**config.mk**
```make
export PLATFORM = sky130hd
export DESIGN_NAME = t05_decode_sequencer
export DESIGN_NICKNAME = d
export VERILOG_FILES = /design/src/rtl/t05_decode_sequencer.sv
export SDC_FILE = /design/constraint.sdc
export NUM_CORES = 1
export LEC_CHECK = 0
export ABC_AREA = 0
export CAP_MARGIN = 5
export CORE_MARGIN = 2
export CORE_UTILIZATION = 56
export CTS_BUF_LIST = sky130_fd_sc_hd__clkbuf_4
export DETAILED_ROUTE_END_ITERATION = 7
export GPL_TIMING_DRIVEN = 0
export PLACE_DENSITY = 0.88
export SYNTH_ARGS = -nofsm -noshare
export SYNTH_HDL_FRONTEND = slang
export SYNTH_SLANG_ARGS = --single-unit
```
**constraint.sdc**
```tcl
create_clock -name clk -period 8.1 [get_ports clk]
set_clock_uncertainty 0.15 [all_clocks]
set_input_delay 1.62 -clock clk [delete_from_list [all_inputs] [get_ports clk]]
set_output_delay 1.62 -clock clk [all_outputs]
set_load 0.005 [all_outputs]
```
**src/rtl/t05_decode_sequencer.sv**
```systemverilog
// Top-level run sequencer for the decode engine: header, codebook load, decoder clear, translate.
// Adds a progress watchdog and reports completion or failure with a registered error code.
module t05_decode_sequencer #(
    parameter logic [23:0] TIMEOUT_CYCLES = 24'd1_000_000
) (
    input  logic        clk,
    input  logic        nrst,
    input  logic        start,
    input  logic        abort,
    input  logic        hd_done,
    input  logic        hd_error,
    input  logic [31:0] hd_tot_chars,
    input  logic        cb_done,
    input  logic        tr_finished,
    input  logic        progress,
    output logic        hd_enable,
    output logic        cb_enable,
    output logic        tr_enable,
    output logic        tr_clear,
    output logic [31:0] tot_chars,
    output logic        busy,
    output logic        done,
    output logic        error,
    output logic [1:0]  err_code
);

    typedef enum logic [2:0] {
        S_IDLE,
        S_HEADER,
        S_CODEBOOK,
        S_CLEAR,
        S_TRANSLATE,
        S_DONE,
        S_ERROR
    } state_t;

    localparam logic [1:0] ERR_NONE    = 2'b00;
    localparam logic [1:0] ERR_HEADER  = 2'b01;
    localparam logic [1:0] ERR_TIMEOUT = 2'b10;
    localparam logic [1:0] ERR_ABORT   = 2'b11;

    state_t      state;
    state_t      state_nxt;
    logic [1:0]  err_nxt;
    logic        tot_load;
    logic [23:0] wdog;
    logic        timed_state;
    logic        wdog_expired;

    // Next-state decision; abort outranks phase-complete events, which outrank the watchdog.
    always_comb begin
        timed_state  = (state == S_HEADER) || (state == S_CODEBOOK) || (state == S_TRANSLATE);
        wdog_expired = timed_state && !progress && (wdog >= (TIMEOUT_CYCLES - 24'd1));
        state_nxt    = state;
        err_nxt      = err_code;
        tot_load     = 1'b0;
        case (state)
            S_IDLE, S_DONE, S_ERROR: begin
                if (start) begin
                    state_nxt = S_HEADER;
                    err_nxt   = ERR_NONE;
                end
            end
            S_HEADER: begin
                if (abort) begin
                    state_nxt = S_ERROR;
                    err_nxt   = ERR_ABORT;
                end else if (hd_done) begin
                    if (hd_error) begin
                        state_nxt = S_ERROR;
                        err_nxt   = ERR_HEADER;
                    end else begin
                        tot_load  = 1'b1;
                        state_nxt = (hd_tot_chars == 32'd0) ? S_DONE : S_CODEBOOK;
                    end
                end else if (wdog_expired) begin
                    state_nxt = S_ERROR;
                    err_nxt   = ERR_TIMEOUT;
                end
            end
            S_CODEBOOK: begin
                if (abort) begin
                    state_nxt = S_ERROR;
                    err_nxt   = ERR_ABORT;
                end else if (cb_done) begin
                    state_nxt = S_CLEAR;
                end else if (wdog_expired) begin
                    state_nxt = S_ERROR;
                    err_nxt   = ERR_TIMEOUT;
                end
            end
            S_CLEAR: begin
                if (abort) begin
                    state_nxt = S_ERROR;
                    err_nxt   = ERR_ABORT;
                end else begin
                    state_nxt = S_TRANSLATE;
                end
            end
            S_TRANSLATE: begin
                if (abort) begin
                    state_nxt = S_ERROR;
                    err_nxt   = ERR_ABORT;
                end else if (tr_finished) begin
                    state_nxt = S_DONE;
                end else if (wdog_expired) begin
                    state_nxt = S_ERROR;
                    err_nxt   = ERR_TIMEOUT;
                end
            end
            default: begin
                state_nxt = S_IDLE;
                err_nxt   = ERR_NONE;
            end
        endcase
    end

    // Outputs are registered from the next state so they always agree with the state register.
    always_ff @(posedge clk or negedge nrst) begin
        if (!nrst) begin
            state     <= S_IDLE;
            err_code  <= ERR_NONE;
            tot_chars <= 32'd0;
            wdog      <= 24'd0;
            hd_enable <= 1'b0;
            cb_enable <= 1'b0;
            tr_enable <= 1'b0;
            tr_clear  <= 1'b0;
            busy      <= 1'b0;
            done      <= 1'b0;
            error     <= 1'b0;
        end else begin
            state    <= state_nxt;
            err_code <= err_nxt;
            if (tot_load) begin
                tot_chars <= hd_tot_chars;
            end
            // Saturating counter; cleared by any activity or any state change.
            if ((state_nxt != state) || progress) begin
                wdog <= 24'd0;
            end else if (timed_state && (wdog != 24'hFF_FFFF)) begin
                wdog <= wdog + 24'd1;
            end
            hd_enable <= (state_nxt == S_HEADER);
            cb_enable <= (state_nxt == S_CODEBOOK);
            tr_enable <= (state_nxt == S_TRANSLATE);
            tr_clear  <= (state_nxt == S_CLEAR);
            busy      <= (state_nxt == S_HEADER) || (state_nxt == S_CODEBOOK) ||
                         (state_nxt == S_CLEAR)  || (state_nxt == S_TRANSLATE);
            done      <= (state_nxt == S_DONE);
            error     <= (state_nxt == S_ERROR);
        end
    end

endmodule

```
==> flow_summary.ini <==
[status]
outcome = complete, no violations

[logic_synthesis]
synth_cells = 324
synth_cell_types = 55
yosysWarnings = 0
synth-edff-count = 0
synthFlopType = dfrtp_1
synth.avg_cell_area_sq_um = 11.0
yosysTopAreaCell = dfrtp_1
async_flop_share = 1.00
syn_area_sq_um = 3560
synth_top_cell_area_share = 0.479
synth_fp_nets = 366
ys_seq_area_frac = 0.479
synth.area.top_cells = dfrtp_1 (48%), mux2_2 (10%), xor2_1 (4.7%)
synth-seq-cells = 68

[sta]
rsz0062_at_grt = no
worst_slew_pin_slew_ns = 0.855
final_max_slew_viol_count = 0
fmax_mhz = 261
hold_slack_ns = 0.361
finalWorstSetupSlack_ns = 4.27
setup_tns_ns = 0
slew_headroom = 0.430
fin_crit_sh = 0.473
finalCriticalPeriod_ns = 3.83
finalSetupViolCount = 0
finalHoldViolations = 0

[die]
fp.coreArea_sq_um = 6240
io_pins = 82
fp.dieW_microns = 83.7
rows = 29
dieArea_sq_um = 7000
die_h_microns = 83.7
initial_core_util = 0.570

[power_and_ir_drop]
power_mw = 1.37
p_leak_nw = 1.93
vdd.ir_drop.worst_mv = 0.245
p_per_area_nw_per_um2 = 300

[setup_path]
cp-start-kind = primary input
startpoint = hd_tot_chars[9]
end_kind = flop
cp.arrival_ns = 3.99
worstSetupPathType = primary input to flop
crit_end = wdog[8]
required_ns = 8.26
timing.rr.end = wdog[8]
reg2reg_depth = 9
worstPathMaxFanout = 10
reg2reg_from = wdog[0]
regToRegSetupSlack_ns = 5.36

[finish]
stdcell_count = 496
seq_area_sq_um = 1700
mostFrequentLayoutCell = clkdlybuf4s50_1
finish.instance_area_sq_um = 4570
multi_input_comb_area_sq_um = 1710
fin_util = 0.733
fillers = 435
syn_to_final_growth_pct = 28.6
layout_common_cells = clkdlybuf4s50_1 (79), dfrtp_1 (68), mux2_2 (33)
antennaDiodeCount = 0
drive_gt1_frac = 0.227
fin_nets = 457

[clock_network]
cts_root_buffer = clkbuf_4
post_cts_buffers = 0
cts_buffers = 9
ctsHoldBuffers = 0
cts.repair.resized = 0
cts_max_level = 3
clkTransAtPathRegs_ns = 0.10
clock_latency_ns = 0.41
cts_tree = yes
numClockSinks = 68
cts_buffer_depth = 2

[placement]
placed_cells_incl_taps = 481
gp_congestion = 0.901
place_hpwl_mm = 5.99
dp_slack_ns = 3.85
io_buffers = 80
dpl_cell_area_sq_um = 4450

[flow_run]
drv_cap = 0

[worst_hold_path]
hold_path_class = flop to flop

[global_routing]
grt_pass1_wl_mm = 14.0
grt_pass1_vias = 2891
grt_max_degree = 69
grtUsageTotal = 0.251
antenna_found_initial = 0
overflow = 0

[detailed_routing]
drc_errors = 0
wirelength_mm = 8.09
wire_per_inst_microns = 16.3
drt_first_pass_iters = 5
ant_nets = 0
vias_per_cell = 5.77
drt_iter0_markers = 160
num_vias = 2861
-- synth_stat cells (all sizes together), types with 3 or more instances --
| library cell | n |
|---|---|
| and3 | 9 |
| a21oi | 12 |
| nand4 | 8 |
| and2 | 3 |
| inv | 7 |
| clkbuf | 8 |
| and4 | 4 |
| nand3 | 11 |
| mux2 | 33 |
| nand2 | 21 |
| buf | 7 |
| a31oi | 3 |
| a22oi | 4 |
| xor2 | 19 |
| o21ai | 15 |
| dfrtp | 68 |
| xnor2 | 7 |
| nor3 | 7 |
| nor2b | 3 |
| nor4 | 11 |
| nor2 | 39 |
-- per-layer routing --
metal  vias to the layer above  global-route usage  routed length (microns)  part of all wire
met2                       117               0.409                     4060              0.50
li1                       1343                   -                        -                 -
met4                         0               0.135                      333             0.041
met1                      1372               0.318                     3270              0.40
met5                         -                   0                        0                 0
met3                        29              0.0475                      429             0.053
-- worst max-delay path, cell delays in order --
cell and delay [ns]:
clkdlybuf4s50_1 0.44, nor4_1 0.37, nand2_1 0.13, nor4_1 0.34
nand4_1 0.21, a311o_2 0.48, o2111ai_4 0.13, buf_6 0.22
nor2_2 0.05
-- flip-flops by register name (all words and copies together) (netlist names) --
name and count:
busy 1, cb_enable 1, done 1, err_code 2, error 1, hd_enable 1
state 3, tot_chars 32, tr_clear 1, tr_enable 1, wdog 24
-- cell type report --
| cell class | instances | area share |
|---|---|---|
| clock buffer | 11 | 0.0181 |
| clock inverter | 4 | 0.00903 |
| timing repair buffer | 80 | 0.175 |
| buffer | 15 | 0.0249 |
| tap | 77 | 0.0211 |
| multi-input combinational | 234 | 0.375 |
| sequential | 68 | 0.372 |
| inverter | 7 | 0.00574 |
-- power by group --
group	leakage (nW)	internal, mW	switching [mW]	total (mW)
Sequential	0.918	0.445	0.0525	0.497
Clock	0.0694	0.0967	0.114	0.210
Combinational	0.947	0.361	0.303	0.664
Total	1.93	0.903	0.469	1.37
-- logic make-up after synthesis --
group	count (synthesis)	synth area share
simple gates	123	0.199
flops	68	0.479
compound gates	49	0.105
mux	34	0.107
xor+xnor	26	0.0640
buf+inv	22	0.0394
fa+ha+maj	2	0.00633
-- how the worst min path moves through the flow --
stage,from,to,cells after the start,slack (ns)
after floorplan,err_code[0],err_code[0],1,0.34
after global placement,tot_chars[28],tot_chars[28],1,0.34
after detailed placement,tot_chars[27],tot_chars[27],1,0.34
after CTS,tot_chars[27],tot_chars[27],1,0.36
after global routing,tot_chars[20],tot_chars[20],1,0.38
final,tot_chars[20],tot_chars[20],1,0.36
(Power assumes the default switching activity.)
